===== src/rtl/pim_chunk_addr_gen_pkg.sv =====
// Shared types and default geometry for the PIM chunk address generator.
// Modules import this package and override the geometry through their own parameters.
package pim_chunk_addr_gen_pkg;

  localparam int unsigned PIM_ROWS        = 2;
  localparam int unsigned PIM_COLS        = 2;
  localparam int unsigned MAX_MATRIX_SIZE = 8;
  localparam int unsigned MEM_ELEMENTS    = 1024;
  localparam int unsigned LEN             = $clog2(MEM_ELEMENTS);
  localparam int unsigned SZ_W            = $clog2(MAX_MATRIX_SIZE + 1);
  localparam int unsigned UNIT_W          = (PIM_ROWS * PIM_COLS > 1) ?
                                            $clog2(PIM_ROWS * PIM_COLS) : 1;

  typedef enum logic [1:0] {
    PimIdle  = 2'd0,
    PimCheck = 2'd1,
    PimRun   = 2'd2,
    PimDone  = 2'd3
  } pim_state_e;

  typedef struct packed {
    logic [LEN-1:0]    addr;
    logic [UNIT_W-1:0] unit;
    logic [SZ_W-1:0]   row;
    logic [SZ_W-1:0]   col;
    logic              chunk_last;
    logic              last;
  } pim_beat_t;

endpackage


===== src/rtl/pim_chunk_counter.sv =====
// Nested j/i/unit counters with a row-base address accumulator.
// Addresses are built from additions of the row stride and chunk width only.
module pim_chunk_counter
  import pim_chunk_addr_gen_pkg::*;
#(
  parameter int unsigned PIM_ROWS = pim_chunk_addr_gen_pkg::PIM_ROWS,
  parameter int unsigned PIM_COLS = pim_chunk_addr_gen_pkg::PIM_COLS,
  parameter int unsigned LEN      = pim_chunk_addr_gen_pkg::LEN,
  parameter int unsigned SZ_W     = pim_chunk_addr_gen_pkg::SZ_W,
  parameter int unsigned UNIT_W   = pim_chunk_addr_gen_pkg::UNIT_W
) (
  input  logic              clk_i,
  input  logic              rst_i,
  input  logic              init_i,
  input  logic              advance_i,
  input  logic [LEN-1:0]    base_i,
  input  logic [LEN-1:0]    n_i,
  input  logic [LEN-1:0]    cc_i,
  input  logic [SZ_W-1:0]   cr_m1_i,
  input  logic [SZ_W-1:0]   cc_m1_i,
  output logic [SZ_W-1:0]   row_o,
  output logic [SZ_W-1:0]   col_o,
  output logic [UNIT_W-1:0] unit_o,
  output logic [LEN-1:0]    addr_o,
  output logic              j_wrap_o,
  output logic              i_wrap_o,
  output logic              unit_wrap_o
);

  localparam int unsigned NUnits  = PIM_ROWS * PIM_COLS;
  localparam int unsigned ColMask = PIM_COLS - 1;

  logic [SZ_W-1:0]   i_q, i_d, j_q, j_d;
  logic [UNIT_W-1:0] unit_q, unit_d;
  logic [LEN-1:0]    row_base_q, row_base_d;
  logic [LEN-1:0]    unit_base_q, unit_base_d;
  logic [LEN-1:0]    next_unit_base;
  logic              col_wrap;

  assign j_wrap_o    = (j_q == cc_m1_i);
  assign i_wrap_o    = (i_q == cr_m1_i);
  assign unit_wrap_o = (unit_q == UNIT_W'(NUnits - 1));
  assign col_wrap    = ((unit_q & UNIT_W'(ColMask)) == UNIT_W'(ColMask));

  // Past the last grid column the next unit starts one row below the last row of this chunk.
  assign next_unit_base = (col_wrap ? row_base_q : unit_base_q) + cc_i;

  always_comb begin
    i_d         = i_q;
    j_d         = j_q;
    unit_d      = unit_q;
    row_base_d  = row_base_q;
    unit_base_d = unit_base_q;
    if (init_i) begin
      i_d         = '0;
      j_d         = '0;
      unit_d      = '0;
      row_base_d  = base_i;
      unit_base_d = base_i;
    end else if (advance_i) begin
      if (!j_wrap_o) begin
        j_d = j_q + SZ_W'(1);
      end else begin
        j_d = '0;
        if (!i_wrap_o) begin
          i_d        = i_q + SZ_W'(1);
          row_base_d = row_base_q + n_i;
        end else begin
          i_d         = '0;
          unit_d      = unit_wrap_o ? '0 : unit_q + UNIT_W'(1);
          row_base_d  = next_unit_base;
          unit_base_d = next_unit_base;
        end
      end
    end
  end

  always_ff @(posedge clk_i or posedge rst_i) begin
    if (rst_i) begin
      i_q         <= '0;
      j_q         <= '0;
      unit_q      <= '0;
      row_base_q  <= '0;
      unit_base_q <= '0;
    end else begin
      i_q         <= i_d;
      j_q         <= j_d;
      unit_q      <= unit_d;
      row_base_q  <= row_base_d;
      unit_base_q <= unit_base_d;
    end
  end

  assign row_o  = i_q;
  assign col_o  = j_q;
  assign unit_o = unit_q;
  assign addr_o = row_base_q + LEN'(j_q);

endmodule


===== src/rtl/pim_chunk_addr_gen.sv =====
// Scatters one runtime-sized square matrix across a PIM_ROWS x PIM_COLS grid of PIM units,
// emitting one address beat per handshake with configuration checking and abort.
module pim_chunk_addr_gen
  import pim_chunk_addr_gen_pkg::*;
#(
  parameter int unsigned PIM_ROWS        = pim_chunk_addr_gen_pkg::PIM_ROWS,
  parameter int unsigned PIM_COLS        = pim_chunk_addr_gen_pkg::PIM_COLS,
  parameter int unsigned MAX_MATRIX_SIZE = pim_chunk_addr_gen_pkg::MAX_MATRIX_SIZE,
  parameter int unsigned MEM_ELEMENTS    = pim_chunk_addr_gen_pkg::MEM_ELEMENTS,
  parameter int unsigned LEN             = $clog2(MEM_ELEMENTS),
  parameter int unsigned SZ_W            = $clog2(MAX_MATRIX_SIZE + 1),
  parameter int unsigned UNIT_W          = (PIM_ROWS * PIM_COLS > 1) ?
                                           $clog2(PIM_ROWS * PIM_COLS) : 1
) (
  input  logic              clk,
  input  logic              rst,
  input  logic              start,
  input  logic              abort,
  input  logic [LEN-1:0]    base_addr,
  input  logic [SZ_W-1:0]   matrix_size,
  output logic              out_valid,
  input  logic              out_ready,
  output logic [LEN-1:0]    out_addr,
  output logic [UNIT_W-1:0] out_unit,
  output logic [SZ_W-1:0]   out_row,
  output logic [SZ_W-1:0]   out_col,
  output logic              out_chunk_last,
  output logic              out_last,
  output logic              busy,
  output logic              done,
  output logic              err
);

  localparam logic [1:0] StIdle  = 2'(PimIdle);
  localparam logic [1:0] StCheck = 2'(PimCheck);
  localparam logic [1:0] StRun   = 2'(PimRun);
  localparam logic [1:0] StDone  = 2'(PimDone);

  localparam int unsigned RowShift = $clog2(PIM_ROWS);
  localparam int unsigned ColShift = $clog2(PIM_COLS);
  localparam int unsigned EndW     = LEN + 2 * SZ_W;

  logic [1:0]        state_q, state_d;
  logic [LEN-1:0]    base_q;
  logic [SZ_W-1:0]   n_q;
  logic              err_q, err_d;
  logic              cfg_load, cfg_ok;
  logic [EndW-1:0]   span_end;
  logic [SZ_W-1:0]   cr, cc;
  logic              running, advance;
  logic [SZ_W-1:0]   row, col;
  logic [UNIT_W-1:0] unit;
  logic [LEN-1:0]    addr;
  logic              j_wrap, i_wrap, unit_wrap, chunk_last;

  assign cfg_load = (state_q == StIdle) && start;
  assign cr       = n_q >> RowShift;
  assign cc       = n_q >> ColShift;

  // One past the last touched word; full width so a large base cannot wrap into range.
  assign span_end = EndW'(base_q) + EndW'(n_q) * EndW'(n_q);
  assign cfg_ok   = (n_q != '0) &&
                    (n_q <= SZ_W'(MAX_MATRIX_SIZE)) &&
                    ((n_q & SZ_W'(PIM_ROWS - 1)) == '0) &&
                    ((n_q & SZ_W'(PIM_COLS - 1)) == '0) &&
                    (span_end <= EndW'(MEM_ELEMENTS));

  assign running = (state_q == StRun);
  assign advance = running && out_ready && !abort;

  pim_chunk_counter #(
    .PIM_ROWS (PIM_ROWS),
    .PIM_COLS (PIM_COLS),
    .LEN      (LEN),
    .SZ_W     (SZ_W),
    .UNIT_W   (UNIT_W)
  ) u_counter (
    .clk_i       (clk),
    .rst_i       (rst),
    .init_i      (state_q == StCheck),
    .advance_i   (advance),
    .base_i      (base_q),
    .n_i         (LEN'(n_q)),
    .cc_i        (LEN'(cc)),
    .cr_m1_i     (cr - SZ_W'(1)),
    .cc_m1_i     (cc - SZ_W'(1)),
    .row_o       (row),
    .col_o       (col),
    .unit_o      (unit),
    .addr_o      (addr),
    .j_wrap_o    (j_wrap),
    .i_wrap_o    (i_wrap),
    .unit_wrap_o (unit_wrap)
  );

  assign chunk_last = i_wrap && j_wrap;

  always_comb begin
    state_d = state_q;
    err_d   = 1'b0;
    unique case (state_q)
      StIdle:  if (start) state_d = StCheck;
      StCheck: begin
        state_d = cfg_ok ? StRun : StIdle;
        err_d   = !cfg_ok;
      end
      StRun: begin
        if (abort) begin
          state_d = StIdle;
        end else if (advance && chunk_last && unit_wrap) begin
          state_d = StDone;
        end
      end
      StDone:  state_d = StIdle;
      default: state_d = StIdle;
    endcase
  end

  always_ff @(posedge clk or posedge rst) begin
    if (rst) begin
      state_q <= StIdle;
      err_q   <= 1'b0;
      base_q  <= '0;
      n_q     <= '0;
    end else begin
      state_q <= state_d;
      err_q   <= err_d;
      if (cfg_load) begin
        base_q <= base_addr;
        n_q    <= matrix_size;
      end
    end
  end

  // Beat fields are forced to zero outside RUN so idle and reset outputs are clean.
  assign out_valid      = running;
  assign out_addr       = running ? addr : '0;
  assign out_unit       = running ? unit : '0;
  assign out_row        = running ? row : '0;
  assign out_col        = running ? col : '0;
  assign out_chunk_last = running && chunk_last;
  assign out_last       = running && chunk_last && unit_wrap;
  assign busy           = (state_q == StCheck) || running;
  assign done           = (state_q == StDone);
  assign err            = err_q;

endmodule

===== config.mk =====
export PLATFORM = sky130hd
export DESIGN_NAME = pim_chunk_addr_gen
export DESIGN_NICKNAME = d
export VERILOG_FILES = /design/src/rtl/pim_chunk_addr_gen_pkg.sv /design/src/rtl/pim_chunk_counter.sv /design/src/rtl/pim_chunk_addr_gen.sv
export SDC_FILE = /design/constraint.sdc
export NUM_CORES = 1
export LEC_CHECK = 0
export CORE_UTILIZATION = 53
export DETAILED_ROUTE_END_ITERATION = 8
export GPL_TIMING_DRIVEN = 0
export MAX_ROUTING_LAYER = met4
export PLACE_DENSITY_LB_ADDON = 0.12
export SYNTH_ARGS = -nofsm -noshare
export SYNTH_HDL_FRONTEND = slang
export SYNTH_SLANG_ARGS = --single-unit

===== constraint.sdc =====
create_clock -name clk -period 7.4 [get_ports clk]
set_input_delay 0.74 -clock clk [delete_from_list [all_inputs] [get_ports clk]]
set_output_delay 0.74 -clock clk [all_outputs]
set_load 0.05 [all_outputs]

# Word-level counts from Yosys, hierarchy flattened
# Cells that the tools add are included.
# totals
latch_bits	0
mem_bits_rw	0
regBits	47
input_bits	19
output_inout_bits	26
memories	0
romBits	0
# op_classes
eq_ne	8
shift	0
n_mux	31
magnitude_cmp	2
mul	1
n_reduce_logical	24
n_bitwise	0
n_div	0
n_addsub	8
# ops
operator	count
2-to-1 mux 10 bit	10
2-to-1 mux 4 bit	9
adder 10 x 4 -> 10 bit	2
2-to-1 mux 2 bit	10
logical AND 1 bit	12
adder 10 x 8 -> 11 bit	1
less-or-equal comparator 11 bit, second input constant	1
adder 10 x 3 -> 10 bit	1
adder 4 x 1 -> 4 bit, second input constant	2
equality test 4 bit	2
multiplier 4 x 4 -> 8 bit	1
case mux 2 bit (4 select lines)	1
equality test 2 bit, second input constant	3
nonzero test 2 bit	3
less-or-equal comparator 4 bit, second input constant	1
zero test 4 bit	1
AND reduction 2 bit	2
nonzero test 4 bit	1
subtractor 3 x 1 -> 4 bit, second input constant	1
inequality test 3 x 2 -> 1 bit, second input constant	1
AND reduction 3 bit	1
adder 2 x 1 -> 2 bit, second input constant	1
equality test 2 x 1 -> 1 bit, second input constant	1
zero test 1 bit	2
other kinds (4)	4

# Longest topological paths before layout
# depth
depth_word	8
depth_mapped	12
ltp_nobuf	11

# By module
# Synthesis repeated with hierarchy kept, for this count alone.
# unflattened
cells_unflattened	461
hier_area_um2	4289.1
# modules_own_cells
mod	area_per_inst_um2	instances	cells_each
pim_chunk_counter	2775.2	1	308
pim_chunk_addr_gen	1514.0	1	153

# Least setup slack after synthesis
# Ideal clock, no wire load.
# synth_timing
path_kind	reg-to-output
from	register u_counter.j_q[0], in the netlist u_counter.col_o[0]
to	output port out_addr[8]
path_stages_with_launch	7
arrival_ns	2.740
n_path_buf	0
setup_slack_ns	3.920
path_cell_list	dfrtp_1 ha_1 fa_1 a21o_1 a21oi_1 o21ai_0 a21boi_0
# synth_between
elab_chain_cells	2
# synth_lines
element	line_no	source
from (decl)	pim_chunk_counter.sv:33	logic [SZ_W-1:0] i_q, i_d, j_q, j_d;
from (signal assigned)	pim_chunk_counter.sv:87	j_q <= j_d;
adder 10 x 4 -> 10 bit	pim_chunk_counter.sv:97	assign addr_o = row_base_q + LEN'(j_q);
2-to-1 mux 10 bit	pim_chunk_addr_gen.sv:137	assign out_addr = running ? addr : '0;
to (decl)	pim_chunk_addr_gen.sv:23	output logic [LEN-1:0] out_addr,
# No other way between the ends.

# Worst setup path in the final report
# layout_timing
from	register n_q[2]
to	output port out_last
# layout_between
elab_chain_cells	5
elab_cells_between_ends	6
cone_classes	1 x add/sub; 2 x eq/ne; 3 x reduce/logical
# layout_lines
element	line_no	source
from (decl)	pim_chunk_addr_gen.sv:45	logic [SZ_W-1:0] n_q;
from (signal assigned)	pim_chunk_addr_gen.sv:130	n_q <= matrix_size;
subtractor 3 x 1 -> 4 bit *	pim_chunk_addr_gen.sv:85, pim_chunk_addr_gen.sv:86	
equality test 4 bit (on tied branches)	pim_chunk_counter.sv:41, pim_chunk_counter.sv:40	
logical AND 1 bit *	pim_chunk_addr_gen.sv:96	assign chunk_last = i_wrap && j_wrap;
logical AND 1 bit * (2 in a row)	pim_chunk_addr_gen.sv:142	assign out_last = running && chunk_last && unit_wrap;
to (decl)	pim_chunk_addr_gen.sv:28	output logic out_last,
# Mark *: on every way between the ends. The rest lies on a longest branch, timed or not.

==> reports/results.ini <==
[outcome]
status = finished clean

[floorplan]
coreArea_um2 = 7210
row_count = 31
ioPinCount = 45
fp.dieH_um = 88.3
initial_core_util_pct = 54.7
die_area_um2 = 7800
die_w_um = 88.3

[route]
drc = 0
ant_nets = 0
dr_total_vias = 3527
wl_met3_um = 763
drtPass1Iterations = 5
wl_met2_mm = 4.98
wl_per_cell_um = 18.1
drt-initial-drc-count = 277
drt-total-wl_mm = 10.5
route.layer.met1.wl_mm = 4.64
via_per_inst = 6.06
highest_layer = met4

[grt]
grt_overflow = 0
antenna_found_initial = 0
grt_use_total_pct = 29.4
grt_max_degree = 40
grt_pass1_wl_mm = 16.6
grt_pass1_vias = 3243

[synth]
synth_area_um2 = 3950
synth.avg_cell_area_um2 = 9.18
post-synth-top-count-cell = dfrtp_1
yosysSeqAreaShare_pct = 29.8
ys_types = 61
synthesis.instances = 430
synth_top_area_share_pct = 29.8
synth_common_cells = 47 x dfrtp_1, 35 x nand2_1, 34 x ha_1, 25 x a21oi_1, 24 x and2_1
synthTopCellsByArea = dfrtp_1 30%, ha_1 11%, mux2_2 5.1%
ys_async_sr_fraction_pct = 100
ys_seq_elements = 47
dominantRegCellSynth = dfrtp_1
synthesis.nets = 489
yosysWarnings = 0
yosys.area.top_type = dfrtp_1
synth-edff-count = 0

[clock_tree]
ctsHoldBuffers = 0
cts_resized = 0
clock_path_buffers = 2
cts.sinks = 47
clk_latency_ns = 0.31
cts-buffers-inserted = 5
cts_tree = yes
clk_pin_slew_ns = 0.09
htree_levels = 2
postCtsSetupRepairBufs = 0
cts_root_buffer = clkbuf_8

[pwr]
ir_drop_uv = 361
leakage_nw = 2.03
power.density_nw_per_um2 = 483

[worst_setup_path]
path_max_fanout = 13
crit_path_end_kind = primary output
crit_chain = inv_1 -> ha_1 -> xnor2_1 -> nor2_1 -> and4b_1 -> buf_6 -> clkbuf_1 -> and4_1 -> clkdlybuf4s50_1
r2r-start = u_counter.unit_o[0]
critPathSlowestCell = clkdlybuf4s50_1
path_class = reg -> out
r2r_cells = 12
cp_data_arrival_time_ns = 3.85
cp.required_ns = 6.66
slowest_delay_ns = 0.80
r2r_end = u_counter.row_base_q[8]
rrSetupSlack_ns = 3.77
cp-start-kind = register

[layout]
drive_above_1_share_pct = 8.07
nets = 541
n_antenna_cell = 0
final_util_pct = 64.4
design_area_um2 = 4650
n_fill_cell = 616
syn_to_final_growth_pct = 17.6
ff_latch_area_um2 = 1180
multi_input_area_um2 = 2610

[timing]
fin_worst_skew_ns = 0.00623
finalSetupViolCount = 0
hold_viol_final = 0
fin_hold_ws_ns = 0.538
finalMaxSlewViolations = 0
max_freq_mhz = 218
worst_pin_slew_ns = 0.667
min_period_over_period_pct = 62.0
min_period_ns = 4.59
rsz0062_at_grt = false
relSlewSlack_pct = 55.5
finalSetupTns_ns = 0

[hold_path]
whs_endpoint = u_counter.unit_base_q[1]
hold_path_class = reg -> reg
hold_depth = 2
min_from = u_counter.unit_base_q[1]

[placement]
io_buffers = 44
postPlaceCellArea_um2 = 4530
hpwl_mm = 7.89
routabilityCongestion = 0.945

[flow_run]
cap_violations = 0

## critical path: cells and delay by family, from the launching register on
kind | cells | cell delay, ns
buffers and inverters | 4 | 1.65
flip-flops | 1 | 0.69
AND/OR/NAND/NOR | 3 | 0.64
adder cells (fa/ha/maj) | 1 | 0.40
XOR/XNOR | 1 | 0.16
## sequential cells by signal (all words and copies together) (netlist names)
signal and flops:
base_q 10, u_counter.row_base_q 10, u_counter.unit_base_q 10, n_q 4, u_counter.col_o 4, u_counter.row_o 4
state_q 2, u_counter.unit_o 2, err 1
## placed cells by master (no fill, tap or decap), types with 5 or more instances in the layout
cell type,instances
and3_1,5
inv_1,14
clkbuf_8,5
nand3b_1,5
or3_1,10
nor2b_1,9
o21ai_1,12
mux2_2,18
clkdlybuf4s50_1,44
xnor2_1,15
nand2_1,35
o21ai_0,12
ha_1,34
and2_1,24
nand3_1,10
a21oi_1,25
o311ai_1,5
clkbuf_1,14
fa_1,6
a21o_1,9
xor2_1,10
mux2i_1,16
nor2_1,21
dfrtp_1,47
## layout make-up
| cell class | count | share of cell area [%] |
|---|---|---|
| multi-input cells | 346 | 56.2 |
| clock buffers | 5 | 1.48 |
| well taps | 99 | 2.67 |
| inverters | 15 | 1.21 |
| flip-flops and latches | 47 | 25.3 |
| clock inverters | 3 | 0.943 |
| plain buffers | 22 | 2.32 |
| repair buffers | 45 | 9.91 |
## power by group
part           switching, mW  internal (mW)  total, mW
clock                 0.0976          0.101      0.198
sequential             0.146          0.371      0.517
combinational          0.892          0.638       1.53
total                   1.14           1.11       2.25
## per-layer routing
metal	track usage, %	up-vias
met1	39.1	1702
met4	6.60	0
li1	-	1653
met3	5.04	12
met5	-	-
met2	47.1	160
## worst max-delay path by stage
| stage | startpoint | to | slack [ns] |
|---|---|---|---|
| 4_1_cts | n_q[2] | out_last | 2.84 |
| 5_1_grt | n_q[2] | out_last | 2.62 |
| 2_1_floorplan | u_counter.col_o[0] | out_addr[8] | 3.92 |
| 3_5_place_dp | n_q[2] | out_last | 3.20 |
| 3_3_place_gp | n_q[2] | out_last | 3.28 |
| 6_report | n_q[2] | out_last | 2.81 |
## logic make-up (layout without fill, tap and decap cells)
kind of cell    Yosys count  in the layout  synth area share, %
simple gates            141            141                 19.5
compound gates          106            106                 18.0
flops                    47             47                 29.8
fa+ha+maj                40             40                 13.8
buf+inv                  37             90                 4.15
mux                      34             34                 9.19
xor+xnor                 25             25                 5.54
## per-stage QoR
step                      setup WS (ns)  instances  total power, mW
after floorplan                    3.92        430             1.64
after global placement             3.28        573             1.98
after detailed placement           3.20        574             2.02
after CTS                          2.84        582             2.23
after global routing               2.62        582             2.42
final                              2.81        582             2.25
Note: power is estimated with default switching activity, not from simulation.
==> edit 1: new RTL, same settings <==
Put one more register stage on the output `err`. The value now appears one clock later. The other outputs are not delayed to match.
--- a/src/rtl/pim_chunk_addr_gen.sv
+++ b/src/rtl/pim_chunk_addr_gen.sv
@@ -142,6 +142,8 @@
   assign out_last       = running && chunk_last && unit_wrap;
   assign busy           = (state_q == StCheck) || running;
   assign done           = (state_q == StDone);
-  assign err            = err_q;
+  always_ff @(posedge clk) begin
+    err <= err_q;
+  end
 
 endmodule
Behaviour: not the same (a bounded check fails within 4 cycles, from zero or initial values and one cycle with rst high).
==> edit 1 against the original RTL <==
Routed wire length is 0.30% lower; count of clock-buffer cells in the layout is 2 higher; sequential cell count grew 1; core utilization grew 0.12 points; power increased by 1.5%; synthesized area increased by 0.51%; worst setup slack gained 0.16 ns; global-route usage is 0.76 points higher; cell area rose by 0.73%; clock skew up 0.0039 ns; critical endpoint unchanged.
==> edit 1: results (changes against the original RTL) <==
stage	metric	value	unit	change
outcome	status	completed		
logic_synthesis	async_flop_share	97.9	%	-2.1 points
power_and_ir_drop	internal-power	0.00114	W	+2.5%
logic_synthesis	synth.distinct_cells	62		+1.6%
placement	place_hpwl	7990	microns	+1.2%
worst_setup_path	critPathArrivalTime	3.68	ns	-0.17 ns
sta	fin_skew	0.0101	ns	+0.00387 ns
placement	place_area	4550	sq um	+0.44%
detailed_routing	wl_per_cell	18.0	microns	-0.48%
grt	grt_use_total	30.2	%	+0.76 points
logic_synthesis	yosys-top-cells-area	dfrtp_1 (30%), ha_1 (11%), mux2_2 (5.1%), mux2i_1 (4.0%), and2_1 (3.8%)		
sta	tightest_slew	0.672	ns	+0.00506 ns
logic_synthesis	seq_area_frac_synth	30.1	%	+0.35 points
power_and_ir_drop	leakage	2.05	nW	+0.73%
logic_synthesis	mappedNetlistNets	490		+0.20%
placement	gp_congestion	0.892		-5.6%
grt	grt_pass1_vias	3313		+2.2%
grt	grt_max_degree	27		-33%
grt	grt_pass1_wl	17000	microns	+2.4%
detailed_routing	via_per_inst	5.91		-2.4%
finish	nets	542		+0.18%
power_and_ir_drop	ir_worst_vdd	0.259	mV	-28%
worst_setup_path	crit_family	buffers and inverters		
detailed_routing	drtIter0Drc	340		+23%
placement	pre_cts_slack	3.35	ns	+0.149 ns
## edit 1: changes by cell type after synthesis, sizes merged
cell   unedited run  this run
dfxtp             0         1
## edit 1: final timing paths
| kind | cells after the start | slack (ns) | endpoint |
|---|---|---|---|
| max | 9 | 2.98 | out_last |
| min | 0 | 0.35 | err$_DFF_P_ |
| max reg2reg | 12 | 3.70 | u_counter.row_base_q[8]$_DFFE_PP0P_ |
| min reg2reg | 0 | 0.35 | err$_DFF_P_ |
| max in group asynchronous | 3 | 6.09 | base_q[4]$_DFFE_PP0P_ |
| min in group asynchronous | 2 | 0.78 | u_counter.row_base_q[4]$_DFFE_PP0P_ |
## edit 1: power groups by stage
stage               clock network (W)  logic [W]  registers, W
floorplan                           0    0.00117      0.000480
finish                       0.000215    0.00154      0.000520
CTS                          0.000216    0.00152      0.000517
global placement                    0    0.00147      0.000517
detailed placement                  0    0.00151      0.000522
global route                 0.000229    0.00170      0.000535
## edit 1: through the flow
stage / std cells / total power, W
final: 583 / 0.00228
after floorplan: 431 / 0.00165
after global placement: 574 / 0.00198
after global routing: 583 / 0.00247
after CTS: 583 / 0.00226
after detailed placement: 575 / 0.00203
## edit 1: cell type report
| class | count | area, sq um |
|---|---|---|
| multi-input cells | 346 | 2610 |
| repair buffers | 45 | 460 |
| plain buffers | 22 | 108 |
| well taps | 99 | 124 |
| inverters | 15 | 56.3 |
| flip-flops and latches | 48 | 1200 |
| fillers | 639 | 2570 |
| clock buffers | 7 | 96.3 |
| clock inverters | 1 | 30.0 |
## edit 1: cells by family (layout without fill, tap and decap cells)
kind of cell | after synthesis | count (layout) | synth area share [%]
and+or+nand+nor | 141 | 141 | 19.4
AOI/OAI and AO/OA | 106 | 106 | 17.9
DFF | 48 | 48 | 30.1
adders and majority gates | 40 | 40 | 13.7
buffers and inverters | 37 | 90 | 4.13
muxes | 34 | 34 | 9.14
xor gates and xnor gates | 25 | 25 | 5.52
## edit 1: metal layers
metal | track usage, % | part of all wire, % | routed length, microns
met1 | 40.2 | 45 | 4700
met4 | 9.97 | 2.6 | 272
met3 | 4.48 | 6.9 | 728
met2 | 47.3 | 46 | 4780
met5 | - | 0 | 0
==> edit 2: new RTL, config.mk and constraints unchanged <==
Without the edit above. Change the package constant `PIM_COLS` from 2 to 1.
--- a/src/rtl/pim_chunk_addr_gen_pkg.sv
+++ b/src/rtl/pim_chunk_addr_gen_pkg.sv
@@ -3,7 +3,7 @@
 package pim_chunk_addr_gen_pkg;
 
   localparam int unsigned PIM_ROWS        = 2;
-  localparam int unsigned PIM_COLS        = 2;
+  localparam int unsigned PIM_COLS        = 1;
   localparam int unsigned MAX_MATRIX_SIZE = 8;
   localparam int unsigned MEM_ELEMENTS    = 1024;
   localparam int unsigned LEN             = $clog2(MEM_ELEMENTS);
Interface: changed (resized out_unit); port bits go from 45 to 44. The function was not compared with the original's and may differ.
==> edit 2 against the original RTL <==
Power fell by 24%; count of clock-buffer cells in the layout rose by 1; sequential cell count fell by 11; cell area fell by 21%; sequential share of layout area fell by 0.69 points; sequential power fell by 24%; synthesized area fell by 24%; routed wire length fell by 37%; worst hold slack improved by 0.0077 ns; highest routed layer unchanged; worst setup slack improved by 0.75 ns; final cell count fell by 24%.
==> edit 2: results (changes against the original RTL) <==
stage	metric	value	unit	change
logic_synthesis	ys_top_cells_by_count	dfrtp_1 (36), ha_1 (35), nand2_1 (22), inv_1 (20)		
worst_setup_path	path_max_fanout	10		-3
placement	io_buffer_count	43		-2.3%
power_and_ir_drop	netSwitchingPower	0.000839	W	-26%
detailed_routing	routed-wl-met3	232	microns	-70%
detailed_routing	vias	2426		-31%
logic_synthesis	yosys-top-cells-area	dfrtp_1 (30%), ha_1 (15%), mux2_2 (5.6%), fa_1 (3.3%), xor2_1 (3.2%)		
power_and_ir_drop	ir_worst_vdd	0.300	mV	-17%
hold_path	hp-class	register to register		
logic_synthesis	synth.distinct_cells	57		-6.6%
logic_synthesis	async_flop_share	100	%	unchanged
detailed_routing	routed_wl	6630	microns	-37%
clock_network	clock_latency	0.29	ns	-0.02 ns
detailed_routing	routed.top_layer	met4		
sta	maxSlewHeadroom	40.3	%	-15 points
grt	grt_use_total	24.9	%	-4.5 points
finish	drive_gt1_share	9.51	%	+1.4 points
grt	grt_max_degree	22		-45%
clock_network	cts_max_level	2		unchanged
logic_synthesis	mappedNetlistNets	375		-23%
detailed_routing	drtIter0Drc	61		-78%
finish	reg_top3	base_q x10, u_counter.row_base_q x10		
clock_network	clock-root-buffer	clkbuf_8		
grt	grt_pass1_vias	2352		-27%
detailed_routing	routed-wl-met2	3310	microns	-34%
finish	nFillCells	471		-24%
outcome	status	completed		
grt	antenna_found_initial	0		unchanged
placement	place_area	3550	sq um	-22%
power_and_ir_drop	combPwrFrac	66.9	%	-1.2 points
detailed_routing	dr.pass1.iters	4		-1
power_and_ir_drop	internal-power	0.000869	W	-22%
detailed_routing	wl_per_cell	15.1	microns	-17%
sta	fin_skew	0.00647	ns	+0.000239 ns
clock_network	cts_hold_buf	0		unchanged
worst_setup_path	crit_family	buffers and inverters		
finish	antenna_cells	0		unchanged
clock_network	clk_pin_slew_worst_paths	0.07	ns	-0.02 ns
power_and_ir_drop	leakage	1.56	nW	-23%
grt	grt_pass1_wl	11300	microns	-32%
detailed_routing	wl_met1	3000	microns	-35%
placement	gp_congestion	0.825		-13%
clock_network	clockBufferDepth	2		unchanged
worst_setup_path	critPathArrivalTime	3.10	ns	-0.75 ns
placement	place_hpwl	5200	microns	-34%
logic_synthesis	synthCells	316		-27%
clock_network	post_cts_buffers	0		unchanged
logic_synthesis	seq_area_frac_synth	30.0	%	+0.22 points
worst_setup_path	cp_slowest_cell	clkdlybuf4s50_1		
finish	nets	426		-21%
[edit 2: cell families after synthesis]
family / synth area share (%)
flops: 30.0
simple gates: 19.3
fa+ha+maj: 17.9
buf+inv: 4.08
xor+xnor: 8.00
mux: 6.96
compound gates: 13.8
[edit 2: cell type report]
cell class	count	area, sq um	share of cell area [%]
buffer	10	47.5	1.30
clock buffer	6	72.6	1.98
clock inverter	2	35.0	0.958
inverter	20	75.1	2.05
multi-input combinational	250	1980	54.1
sequential	36	901	24.6
tap	72	90.1	2.46
timing repair buffer	44	458	12.5
[edit 2: per-layer routing]
metal,track usage (%),vias to the layer above
li1,-,1213
met1,31.2,1152
met2,41.7,52
met3,4.17,9
met4,6.60,0
met5,-,-
[edit 2: stage by stage]
step	hold slack, ns	util, %	setup slack (ns)
detailed placement	0.527	64.9	3.87
global placement	0.518	64.4	3.86
floorplan	0.466	-	4.31
CTS	0.550	66.8	3.53
finish	0.545	66.8	3.56
global route	0.603	66.8	3.31
[edit 2: path summary, 6_finish.rpt]
path	from	to	slack, ns	cells after the start
max	cc[1]$_DFFE_PP0P_	out_last	3.56	8
min	base_q[0]$_DFFE_PP0P_	u_counter.row_base_q[0]$_DFFE_PP0P_	0.55	2
max reg2reg	cc[1]$_DFFE_PP0P_	state_q[1]$_DFFE_PP0P_	3.93	10
min reg2reg	base_q[0]$_DFFE_PP0P_	u_counter.row_base_q[0]$_DFFE_PP0P_	0.55	2
max in group asynchronous	rst	u_counter.col_o[3]$_DFFE_PP0P_	5.89	3
min in group asynchronous	rst	u_counter.row_o[2]$_DFFE_PP0P_	0.94	2
